[src/rtl/mips_instr_encoder.sv]
// MIPS instruction encoder: turns operation handshakes into 32-bit words,
// buffers them in a small FIFO, and writes them to sequential instruction-memory addresses.
module mips_instr_encoder #(
  parameter int unsigned FIFO_DEPTH = 4,
  parameter int unsigned MAX_WORDS  = 256
) (
  input  logic        clk,
  input  logic        rst,
  input  logic        start,
  input  logic        finish,
  input  logic [31:0] base_addr,
  input  logic        in_valid,
  output logic        in_ready,
  input  logic [3:0]  in_op,
  input  logic [4:0]  in_rs,
  input  logic [4:0]  in_rt,
  input  logic [4:0]  in_rd,
  input  logic [15:0] in_imm,
  input  logic [25:0] in_target,
  output logic        wr_en,
  output logic [31:0] wr_addr,
  output logic [31:0] wr_data,
  input  logic        wr_ready,
  output logic        busy,
  output logic        done,
  output logic        err,
  output logic [15:0] count
);

  localparam int unsigned PW = $clog2(FIFO_DEPTH);

  typedef enum logic [1:0] {IDLE, RUN, DRAIN, DONE} state_t;
  state_t state;

  logic [31:0]   mem [FIFO_DEPTH];
  logic [PW-1:0] rd_ptr, wr_ptr;
  logic [PW:0]   occ;
  logic          full, empty, accept, push, pop, illegal;
  logic [31:0]   enc;

  always_comb begin
    enc     = '0;
    illegal = 1'b0;
    case (in_op)
      4'd0:    enc = {6'h00, in_rs, in_rt, in_rd, 5'h00, 6'h20};
      4'd1:    enc = {6'h00, in_rs, in_rt, in_rd, 5'h00, 6'h22};
      4'd2:    enc = {6'h00, in_rs, in_rt, in_rd, 5'h00, 6'h24};
      4'd3:    enc = {6'h00, in_rs, in_rt, in_rd, 5'h00, 6'h25};
      4'd4:    enc = {6'h00, in_rs, in_rt, in_rd, 5'h00, 6'h2A};
      4'd5:    enc = {6'h08, in_rs, in_rt, in_imm};
      4'd6:    enc = {6'h23, in_rs, in_rt, in_imm};
      4'd7:    enc = {6'h2B, in_rs, in_rt, in_imm};
      4'd8:    enc = {6'h04, in_rs, in_rt, in_imm};
      4'd9:    enc = {6'h02, in_target};
      4'd10:   enc = {6'h0C, in_rs, in_rt, in_imm};
      4'd11:   enc = {6'h0D, in_rs, in_rt, in_imm};
      4'd12:   enc = {6'h0E, in_rs, in_rt, in_imm};
      4'd13:   enc = {6'h0A, in_rs, in_rt, in_imm};
      default: illegal = 1'b1;
    endcase
  end

  assign full  = (occ == (PW+1)'(FIFO_DEPTH));
  assign empty = (occ == '0);

  // Words already buffered count against the program limit so the FIFO never overshoots it.
  assign in_ready = (state == RUN) && !full &&
                    ((32'(count) + 32'(occ)) < 32'(MAX_WORDS));
  assign wr_en    = !empty && ((state == RUN) || (state == DRAIN));
  assign wr_data  = wr_en ? mem[rd_ptr] : '0;
  assign busy     = (state == RUN) || (state == DRAIN);
  assign done     = (state == DONE);

  assign accept = in_valid && in_ready;
  assign push   = accept && !illegal;
  assign pop    = wr_en && wr_ready;

  always_ff @(posedge clk) begin
    if (push) mem[wr_ptr] <= enc;
  end

  always_ff @(posedge clk) begin
    if (rst) begin
      state   <= IDLE;
      rd_ptr  <= '0;
      wr_ptr  <= '0;
      occ     <= '0;
      wr_addr <= '0;
      count   <= '0;
      err     <= 1'b0;
    end else begin
      if (push) wr_ptr <= wr_ptr + 1'b1;
      if (pop) begin
        rd_ptr  <= rd_ptr + 1'b1;
        wr_addr <= wr_addr + 32'd4;
        count   <= count + 16'd1;
      end
      case ({push, pop})
        2'b10:   occ <= occ + 1'b1;
        2'b01:   occ <= occ - 1'b1;
        default: occ <= occ;
      endcase
      if (accept && illegal) err <= 1'b1;

      case (state)
        IDLE, DONE: begin
          if (start) begin
            state   <= RUN;
            wr_addr <= base_addr;
            count   <= '0;
            err     <= 1'b0;
            rd_ptr  <= '0;
            wr_ptr  <= '0;
            occ     <= '0;
          end
        end
        RUN: begin
          if (pop && (count == 16'(MAX_WORDS - 1))) state <= DONE;
          else if (finish)                          state <= DRAIN;
        end
        DRAIN: begin
          if ((pop && (count == 16'(MAX_WORDS - 1))) || empty) state <= DONE;
        end
        default: state <= IDLE;
      endcase
    end
  end

endmodule

[config.mk]
export PLATFORM = sky130hd
export DESIGN_NAME = mips_instr_encoder
export DESIGN_NICKNAME = d
export VERILOG_FILES = /design/src/rtl/mips_instr_encoder.sv
export SDC_FILE = /design/constraint.sdc
export NUM_CORES = 1
export LEC_CHECK = 0
export BUFFER_PORTS_ARGS = -buffer_cell sky130_fd_sc_hd__buf_2
export CAP_MARGIN = 0
export CORE_MARGIN = 2
export CORE_UTILIZATION = 45
export DETAILED_ROUTE_END_ITERATION = 12
export PLACE_DENSITY = 0.79
export SYNTH_ARGS = -nofsm -noshare
export SYNTH_HDL_FRONTEND = slang
export SYNTH_SLANG_ARGS = --single-unit
export TNS_END_PERCENT = 1
[constraint.sdc]
create_clock -name clk -period 3.65 [get_ports clk]
set_clock_uncertainty 0.05 [all_clocks]
set_input_delay 0.73 -clock clk [delete_from_list [all_inputs] [get_ports clk]]
set_output_delay 0.73 -clock clk [all_outputs]
set_load 0.005 [all_outputs]
---- Word-level counts from Yosys, hierarchy flattened ----
Memory sizes are Yosys's and may differ from the RTL's. A register that Yosys moved wholly into a read port is not among the register bits.
Index checks and enable logic that the tools add are counted.
cells by class
  multiplexer cells ....................... 29
  equal/unequal tests ..................... 23
  add/subtract/negate cells ............... 7
  reduce and logical (&&, ||, !) cells .... 18
  magnitude comparators ................... 1
operators with widths
  cell                                                  count
  case mux 32 bit (14 select lines)                     1
  2-to-1 mux 32 bit                                     4
  2-to-1 mux 16 bit                                     3
  adder 32 x 3 -> 32 bit (second input constant)        1
  == test 4 bit (second input constant)                 6
  2-to-1 mux 2 bit                                      11
  adder 16 x 3 -> 17 bit                                1
  < comparator 17 x 9 -> 1 bit (second input constant)  1
  adder 16 x 1 -> 16 bit (second input constant)        1
  == test 16 x 8 -> 1 bit (second input constant)       1
  == test 4 x 3 -> 1 bit (second input constant)        4
  OR reduction 14 bit                                   1
  == test 4 x 2 -> 1 bit (second input constant)        2
  logical AND 1 bit                                     8
  == test 2 bit (second input constant)                 3
  2-to-1 mux 1 bit                                      6
  2-to-1 mux 3 bit                                      2
  case mux 2 bit (3 select lines)                       1
  case mux 3 bit (2 select lines)                       1
  adder 2 x 1 -> 2 bit (second input constant)          2
  == test 2 x 1 -> 1 bit (second input constant)        2
  == test 4 x 1 -> 1 bit (second input constant)        1
  zero test 4 bit                                       1
  adder 3 x 1 -> 3 bit (second input constant)          1
  other kinds (11)                                      13
word-level totals
  bits in writable memories ............... 128
  memories ................................ 1
  register bits ........................... 58
  input bits .............................. 99
  word-level logic and storage cells ...... 86
memories
  memory  words  bits a word  read ports  clocked after Yosys merged registers in  wr ports  RTL line  text
  mem     4      32           1           1                                        1         35        logic [31:0] mem [FIFO_DEPTH];

---- Longest topological paths before layout ----
Gate-level depths: netlist of the first run.
  depth after elaboration ................. 10
  depth in mapped cells ................... 14

---- Least setup slack after synthesis of the first run ----
No wires, ideal clock.
  path type ............................... register to register
  start ................................... register count[2]
  end ..................................... memory mem[0][0] (enable)
  stages on the path, launching flop included .. 8
  setup time .............................. 0.391 ns
  buffers on the path ..................... 0
  arrival time ............................ 2.649 ns
  path slack .............................. 0.560 ns
  period minus slack after synthesis ...... 3.090 ns
  cells stage by stage .................... dfxtp_1 > ha_1 > nand4_1 > a211o_1 > o31ai_2 > and4_1 > and3_2 > and2_1
on the way
  cells in the longest elaborated chain, start to end .. 7
ends and longest elaborated chain
  element                                 RTL line  text
  start: declaration                      27        output logic [15:0] count
  start signal: assignment                96        count <= count + 16'd1;
  adder 16 x 3 -> 17 bit                  68        ((32'(count) + 32'(occ)) < 32'(MAX_WORDS));
  < comparator 17 x 9 -> 1 bit            68
  logical AND 1 bit                       67        assign in_ready = (state == RUN) && !full &&
  logical AND 1 bit                       74        assign accept = in_valid && in_ready;
  logical AND 1 bit                       75        assign push = accept && !illegal;
  2-to-1 mux 1 bit                        79        if (push) mem[wr_ptr] <= enc;
  2-to-1 mux 1 bit (not written as such)  79
  end: declaration                        35
No other way between the ends.

---- Worst setup path after layout of the first run ----
  start ................................... register count[2]
  end ..................................... output port in_ready
on the way
  cells in the longest elaborated chain, start to end .. 3
ends and longest elaborated chain
  element                       RTL line  text
  adder 16 x 3 -> 17 bit        68
  < comparator 17 x 9 -> 1 bit  68
  logical AND 1 bit             67
  end: declaration              13        output logic in_ready,
No other way between the ends.

==> results of run 1 <==
==> power breakdown <==
part	switching (mW)	internal, mW	leakage, nW
combinational	0.654	0.437	2.14
sequential	0.153	2.41	1.60
clock	0.876	0.985	0.290
total	1.68	3.83	4.04
==> registers in the layout, summed over array words and instances (netlist names) <==
signal	cells
mem	124
wr_addr	32
count	16
occ	3
rd_ptr	2
state	2
wr_ptr	2
err	1
==> area by class of cell <==
class,instances,area (um^2)
Sequential cell,182,4890
Clock inverter,14,179
Timing Repair Buffer,198,1030
Inverter,23,86.3
Clock buffer,17,425
Multi-Input combinational cell,421,3290
Tap cell,234,293
Fill cell,1528,8390
==> kinds of logic after synthesis <==
| kind of cell | share of synthesized area |
|---|---|
| flops | 0.579 |
| xor+xnor | 0.0498 |
| other cells | 0.000444 |
| compound gates | 0.0885 |
| simple gates | 0.141 |
| buf+inv | 0.0320 |
| fa+ha+maj | 0.0214 |
| mux | 0.0875 |
==> cell usage after synthesis (all sizes together) (3+ instances only) <==
master  count  share of area
a211oi     32          0.030
a21boi      3         0.0027
a21oi      12         0.0071
a222oi      5         0.0059
a22o       18          0.019
and2        7         0.0052
and3       43          0.032
and4        8         0.0083
buf        13         0.0085
clkbuf     30          0.013
dfxtp      58           0.14
edfxtp    124           0.44
ha         12          0.018
inv        23          0.010
mux2i       4         0.0047
mux4       31          0.083
nand2      36          0.016
nand2b      3         0.0022
nand3      13         0.0083
nand4      14          0.014
nor2       76          0.034
nor3       11         0.0098
nor4        3         0.0022
o21ai      10         0.0059
or3         3         0.0022
xnor2      17          0.018
xor2       31          0.032
==> path summary, 6_finish.rpt <==
check	startpoint	cells past startpoint	slack [ns]	endpoint
setup / recovery	count[2]$_SDFF_PP0_	7	0.28	in_ready
hold / removal	wr_addr[0]$_SDFFE_PP0P_	2	0.41	wr_addr[0]$_SDFFE_PP0P_
setup reg to reg	count[2]$_SDFF_PP0_	13	0.42	occ[2]$_SDFF_PP0_
hold reg to reg	wr_addr[0]$_SDFFE_PP0P_	2	0.41	wr_addr[0]$_SDFFE_PP0P_
==> worst min-delay path, delay by kind of cell (launching register included) <==
| family | cells | cell delay, ns |
|---|---|---|
| AOI/OAI and AO/OA | 1 | 0.05 |
| DFF | 1 | 0.31 |
| and+or+nand+nor | 1 | 0.05 |
==> placed cells by master, fill, tap and decap left out, types with 3 or more instances in the layout <==
cell | Yosys | routed
mux4_2 | 31 | 31
nand4_1 | 12 | 12
buf_4 | 4 | 16
nand2_1 | 36 | 35
inv_8 | 0 | 6
xnor2_1 | 17 | 17
and2_1 | 7 | 7
mux2i_1 | 4 | 4
o21ai_0 | 8 | 8
nand3_1 | 12 | 12
nand2b_1 | 3 | 3
dfxtp_1 | 58 | 57
buf_2 | 6 | 182
a22o_1 | 18 | 18
a211oi_1 | 30 | 30
inv_1 | 21 | 21
nor3_1 | 8 | 8
or3_1 | 3 | 3
and3_1 | 42 | 42
nor2_1 | 76 | 76
xor2_1 | 31 | 31
edfxtp_1 | 124 | 124
a222oi_1 | 5 | 5
clkinv_8 | 0 | 3
clkbuf_16 | 0 | 17
nor4_1 | 3 | 3
and4_1 | 8 | 8
ha_1 | 12 | 12
a21oi_1 | 12 | 12
==> through the flow <==
| step | instance area (um^2) | hold WS, ns | std cells |
|---|---|---|---|
| 2_1_floorplan | 8440 | 0.403 | 669 |
| 3_3_place_gp | 9580 | 0.390 | 1058 |
| 3_5_place_dp | 9580 | 0.397 | 1058 |
| 4_1_cts | 10200 | 0.406 | 1089 |
| 5_1_grt | 10200 | 0.436 | 1089 |
| 6_report | 10200 | 0.406 | 1089 |
==> metal layers <==
metal  global-route usage  up-vias
li1                     -     2874
met1                0.252     2925
met2                0.351      163
met3               0.0370       29
met4               0.0658        0
met5                    0        -
==> flow_summary.yaml, run 1 <==
status:
  status: "completed"
drt:
  drc: 0
  antenna_left: 0
  firstDrtPassIters: 6
  wl_met1_mm: 8.19
  drt-total-wl_mm: 19.5
  first_iter_violations: 521
  wl_per_cell_um: 17.9
  vias: 5991
  top_layer: "met4"
  met3_length_um: 837
  wl_met2_mm: 10.1
  viasPerCell: 5.50
clock_network:
  cts.sinks: 182
  root_buffer: "clkbuf_16"
  cts_setup_buffers: 0
  clockBufferDepth: 2
  numCtsBuffers: 17
  cts_resized: 0
  postCtsHoldBufs: 0
  cts_tree: "built"
  cts_max_level: 4
  insertion_delay_ns: 0.43
  cts.clk_slew.worst_paths_ns: 0.07
die:
  fp-row-count: 50
  start_util: 0.454
  die-area_um2: 19900
  dieWidth_um: 141
  io_pins: 184
  die_height_um: 141
  core-area_um2: 18600
setup_path:
  crit_slowest_cell: "nor4_1"
  critPathTopFamily: "simple AND/OR/NAND/NOR gates"
  crit_path_max_incr_delay_ns: 0.40
  endpoint_kind: "primary output"
  startpoint_type: "flip-flop"
  path_class: "reg -> out"
  crit_chain: "ha_1 -> nand4_1 -> a211o_1 -> nor4b_2 -> nor2_1 -> nor4_1 -> buf_2"
  crit_buf_inv: 1
  critPathMaxFanout: 7
  cp.arrival_ns: 2.59
  crit_required_ns: 2.87
placement:
  port_buffers: 182
  hpwl_mm: 13.1
  place_congestion: 0.879
  pre_cts_slack_ns: 0.436
sta:
  finalSetupViolations: 0
  worst_slew_pin_slew_ns: 1.08
  setup_slack_ns: 0.276
  drv_slew: 0
  max_clock_freq_ghz: 0.296
  max_slew_margin: 0.261
  setup_tns_ns: 0
  period_share: 0.924
  fin_crit_ns: 3.37
  hold_violations: 0
  rsz0062_at_grt: "false"
synthesis:
  synth_cell_type_count: 61
  seq_area_frac_synth: 0.579
  syn_nets: 781
  syn-cell-area_um2: 8440
  synth-async-reset-ratio: 0
  avgSynthCellArea_um2: 12.6
  synth-edff-count: 124
  synth_top_flop_cell: "edfxtp_1"
  syn-instance-count: 669
  ys_seq_elements: 182
  yosysWarnings: 0
job:
  drv_cap: 0
power:
  total_power_mw: 5.51
  p_leak_nw: 4.04
  peakVddDrop_mv: 0.362
  power-per-cell-area_nw_per_um2: 541
finish:
  layout.nets: 955
  synthToLayoutAreaGrowth_pct: 20.7
  utilization: 0.548
  num_antenna_cells: 0
  drive_gt1_frac: 0.323
global_routing:
  antenna_found_initial: 0
  grt_max_degree: 50
  grt-ovfl-total: 0
  grt_pass1_wl_mm: 31.0
  grtUsageTotal: 0.200
  first_global_vias: 5956
min_path:
  hp-class: "reg -> reg"
No activity file was read; power rests on OpenSTA's default activity.
==> inputs of run 2 (changes only) <==
Settings changed: CORE_UTILIZATION 45 to 55, PLACE_DENSITY 0.79 to 0.92.
==> run 2 against run 1 <==
Effect of this change:
- via count rose by 3.6%
- final cell count is 4.5% lower
- flip-flop and latch count is the same
- routed wire length up 1.7%
- register-to-register slack lost 0.11 ns
- sequential power about the same
- critical path type unchanged
==> flow_summary.yaml, run 2 (synthesis gave the netlist of run 1 again) <==
status:
  status: "completed"
setup_path:
  crit_required_ns: 2.87
  crit_path_max_incr_delay_ns: 0.47
  crit_buf_inv: 1
  r2r-start: "count[2]$_SDFF_PP0_"
  cp.arrival_ns: 2.65
  crit_chain: "ha_1 -> a21oi_1 -> a211oi_2 -> a211oi_1 -> nor2_1 -> nor4_1 -> buf_2"
  path_class: "reg -> out"
  critPathMaxFanout: 7
  endpoint_kind: "primary output"
  crit_slowest_cell: "dfxtp_1"
  ff2ff_setup_slack_ns: 0.31
  critPathTopFamily: "compound AO/OA/AOI/OAI gates"
  rr_endpoint: "occ[2]$_SDFF_PP0_"
  ff2ff_path_depth: 13
  startpoint_type: "flip-flop"
global_routing:
  antenna_found_initial: 1
  first_global_vias: 5972
  grt_pass1_wl_mm: 31.0
  grtUsageTotal: 0.247
  grt-ovfl-total: 0
  grt_max_degree: 62
die:
  start_util: 0.559
  die-area_um2: 16300
  dieWidth_um: 128
  die_height_um: 128
  core-area_um2: 15100
  fp-row-count: 45
  io_pins: 184
drt:
  drt-total-wl_mm: 19.8
  antenna_left: 0
  firstDrtPassIters: 5
  vias: 6206
  wl_per_cell_um: 19.1
  drc: 0
  first_iter_violations: 573
  viasPerCell: 5.97
finish:
  layout.nets: 951
  mostFrequentLayoutCell: "buf_2"
  final_cell_mix: "buf_2 (182), edfxtp_1 (124), nor2_1 (75), dfxtp_1 (57), and3_1 (42)"
  reg_top3: "mem (124), wr_addr (32), count (16)"
  drive_gt1_frac: 0.320
  fin_cells: 1040
  synthToLayoutAreaGrowth_pct: 19.7
  largest_reg_flops: 124
  fillCellCount: 1070
  regMostFlops: "mem"
placement:
  hpwl_mm: 13.2
  port_buffers: 182
  place_congestion: 0.865
  dp_cells: 1008
  pre_cts_slack_ns: 0.384
clock_network:
  root_buffer: "clkbuf_16"
  clockBufferDepth: 2
  cts_max_level: 4
  cts_resized: 0
  insertion_delay_ns: 0.42
  cts_setup_buffers: 0
  cts_tree: "built"
  cts.clk_slew.worst_paths_ns: 0.06
  cts.sinks: 182
  postCtsHoldBufs: 0
  numCtsBuffers: 17
sta:
  finalSetupViolations: 0
  rsz0062_at_grt: "false"
  setup_tns_ns: 0
  max_clock_freq_ghz: 0.291
  hold_violations: 0
  worst_slew_pin_slew_ns: 1.19
  setup_slack_ns: 0.216
  max_slew_margin: 0.205
  drv_slew: 0
  period_share: 0.941
  fin_crit_ns: 3.43
min_path:
  hp-start: "wr_addr[1]$_SDFFE_PP0P_"
  min_to: "wr_addr[1]$_SDFFE_PP0P_"
  hp-class: "reg -> reg"
  min_path_cells: 2
power:
  p_leak_nw: 4.00
  power-per-cell-area_nw_per_um2: 536
  peakVddDrop_mv: 0.334
job:
  drv_cap: 0
[run 2: report_power, final]
part           total, mW  switching (mW)  internal, mW
logic               1.07           0.642         0.424
clock network       1.78           0.771          1.01
registers           2.57           0.158          2.41
[run 2: worst min-delay path, stage by stage (launching register included)]
cell and delay, ns:
dfxtp_1 0.31, nand2_1 0.05, a21oi_1 0.05
[run 2: metal layers]
layer  global-route usage  up-vias  share of wire
met1                0.309     3011           0.40
met5                    0        -              0
met4                0.110        0          0.030
li1                     -     2866              -
met3               0.0522       53          0.069
met2                0.416      276           0.50
[run 2: cell type report]
class | instances | area [um^2] | area share
flip-flops and latches | 182 | 4890 | 0.484
inverters | 23 | 86.3 | 0.00855
repair buffers | 194 | 1010 | 0.100
multi-input cells | 421 | 3290 | 0.326
well taps | 188 | 235 | 0.0233
clock buffers | 18 | 429 | 0.0425
clock inverters | 13 | 151 | 0.0150
diodes | 1 | 2.50 | 0.000248
[run 2: worst max-delay path by stage]
stage	from	end	slack (ns)	cells after the start
after floorplan	count[2]$_SDFF_PP0_	mem[0][0]$_DFFE_PP_	0.56	7
after global placement	count[2]$_SDFF_PP0_	occ[2]$_SDFF_PP0_	0.53	13
after detailed placement	count[2]$_SDFF_PP0_	occ[2]$_SDFF_PP0_	0.38	13
after CTS	count[2]$_SDFF_PP0_	in_ready	0.20	7
after global routing	count[2]$_SDFF_PP0_	in_ready	0.10	7
final	count[2]$_SDFF_PP0_	in_ready	0.22	7
[run 2: per-stage QoR]
stage                     hold slack [ns]  utilization  power (mW)  area [um^2]
after floorplan                     0.403            -        3.26         8440
after detailed placement            0.406        0.631        3.66         9510
after global placement              0.391        0.631        3.62         9510
after CTS                           0.415        0.669        5.44        10100
after global routing                0.426        0.669        5.64        10100
final                               0.414        0.669        5.42        10100
==> inputs of run 3 (changes only) <==
==> constraint.sdc (replaced) <==
create_clock -name clk -period 3.65 [get_ports clk]
set_clock_uncertainty 0.05 [all_clocks]
set_input_delay 0.1825 -clock clk [delete_from_list [all_inputs] [get_ports clk]]
set_output_delay 0.1825 -clock clk [all_outputs]
set_load 0.005 [all_outputs]
==> run 3 against run 2 <==
Effect of this change:
- setup slack better by 0.047 ns
- flip-flop and latch count stayed put
- via count is 2.5% higher
- utilization is 1.6 points higher
- maximum frequency is 1.4% higher
- critical path depth is 6 higher
- design area is 2.3% higher
- die area stayed put
- clock power hardly changed
- final cell count is 2.4% higher
- count of clock-buffer cells in the layout is 1 higher
- first-iteration DRC count is 9.1% lower
==> flow_summary.yaml, run 3 (synthesis gave the netlist of run 1 again) <==
global_routing:
  grt_max_degree: 62
  busiest_layer: "met2"
  antenna_found_initial: 0
  first_global_vias: 6117
  grt-ovfl-total: 0
  use_met3: 0.0547
  grtUsageTotal: 0.256
  use_met2: 0.426
  grt_pass1_wl_mm: 31.9
  grt.met1_usage: 0.322
sta:
  fin_crit_ns: 3.39
  drv_slew: 0
  rsz0062_at_grt: "false"
  finalSetupViolations: 0
  hold_violations: 0
  period_share: 0.928
  setup_slack_ns: 0.263
  setup_tns_ns: 0
  worst_slew_pin_slew_ns: 1.17
  max_slew_margin: 0.219
  max_clock_freq_ghz: 0.295
status:
  status: "completed"
job:
  drv_cap: 0
die:
  start_util: 0.559
  dieWidth_um: 128
  core-area_um2: 15100
  fp-row-count: 45
  io_pins: 184
  die-area_um2: 16300
  die_height_um: 128
min_path:
  hp-start: "base_addr[10]"
  min_path_cells: 3
  hp-class: "in -> reg"
drt:
  viasPerCell: 5.97
  firstDrtPassIters: 7
  vias: 6363
  drc: 0
  drt-total-wl_mm: 20.9
  wl_per_cell_um: 19.6
  first_iter_violations: 521
  antenna_left: 0
finish:
  final_cell_mix: "buf_2 (182), edfxtp_1 (124), nor2_1 (75), dfxtp_1 (57), and3_1 (42)"
  synthToLayoutAreaGrowth_pct: 22.5
  reg_top3: "mem (124), wr_addr (32), count (16)"
  num_antenna_cells: 0
  mostFrequentLayoutCell: "buf_2"
  largest_reg_flops: 124
  layout.nets: 977
  fillCellCount: 1000
  regMostFlops: "mem"
  drive_gt1_frac: 0.312
  seq_area_um2: 4890
  multi_input_area_um2: 3290
setup_path:
  crit_required_ns: 3.94
  startpoint: "count[2]$_SDFF_PP0_"
  ff2ff_path_depth: 13
  r2r-start: "count[2]$_SDFF_PP0_"
  ff2ff_setup_slack_ns: 0.26
  startpoint_type: "flip-flop"
  critPathMaxFanout: 7
  endpoint_kind: "flip-flop"
  path_class: "reg -> reg"
  cp.arrival_ns: 3.68
power:
  p_leak_nw: 4.12
  power-per-cell-area_nw_per_um2: 531
  peakVddDrop_mv: 0.418
clock_network:
  root_buffer: "clkbuf_16"
  cts.sinks: 182
  cts.clk_slew.worst_paths_ns: 0.06
  clockBufferDepth: 2
  cts_tree: "built"
  cts_max_level: 4
  insertion_delay_ns: 0.42
  numCtsBuffers: 17
placement:
  place_congestion: 0.838
  port_buffers: 182
  hpwl_mm: 13.8
  pre_cts_slack_ns: 0.413
[run 3: changes by cell type in the layout (fill, tap and decap cells not counted), moves of 2 or more]
cell           change
buf_4              +3
clkinvlp_4         -2
dlygate4sd3_1     +24
inv_8              +2
[run 3: worst paths after layout]
kind / end
worst min-delay path: wr_addr[10]$_SDFF_PP0_
worst min register to register: wr_addr[1]$_SDFFE_PP0P_
worst max register to register: occ[2]$_SDFF_PP0_
worst max-delay path: occ[2]$_SDFF_PP0_
[run 3: power breakdown]
group          internal [mW]  switching [mW]
Clock                   1.02           0.771
Combinational          0.455           0.666
Sequential              2.41           0.161
[run 3: layout make-up]
class	instances	area share
clock buffer	19	0.0419
clock inverter	12	0.0139
inverter	23	0.00835
multi-input combinational	421	0.319
sequential	182	0.473
tap	188	0.0228
timing repair buffer	220	0.122
[run 3: layer usage]
| layer | wire (um) | vias up | part of all wire |
|---|---|---|---|
| met1 | 8100 | 3045 | 0.39 |
| met2 | 10500 | 334 | 0.50 |
| met3 | 1390 | 79 | 0.066 |
| met4 | 959 | 0 | 0.046 |
| met5 | 0 | - | 0 |
| li1 | - | 2905 | - |
[run 3: through the flow]
step	instances	utilization	area [um^2]	hold slack, ns	power [mW]
floorplan	669	-	8440	0.247	3.26
global placement	1010	0.631	9520	0.334	3.63
detailed placement	1010	0.631	9520	0.346	3.69
CTS	1065	0.685	10300	0.00214	5.49
global route	1065	0.685	10300	0.00426	5.71
finish	1065	0.685	10300	0.00644	5.48
[run 3: what timing repair did]
action	4_1_cts	5_1_grt
hold buffers	24	0
buffers inserted	0	0
gates resized for setup	0	0
endpoints found under the hold margin	24	0
[run 3: critical path: stages, from the launching register on]
cell and delay, ns:
dfxtp_1 0.37, ha_1 0.34, nand4_1 0.14, a211oi_2 0.40
a211oi_1 0.16, o22a_1 0.29, and3_2 0.23, inv_2 0.05
ha_1 0.18, inv_1 0.06, fa_1 0.37, xor2_1 0.16
or3_1 0.32, a21oi_1 0.18
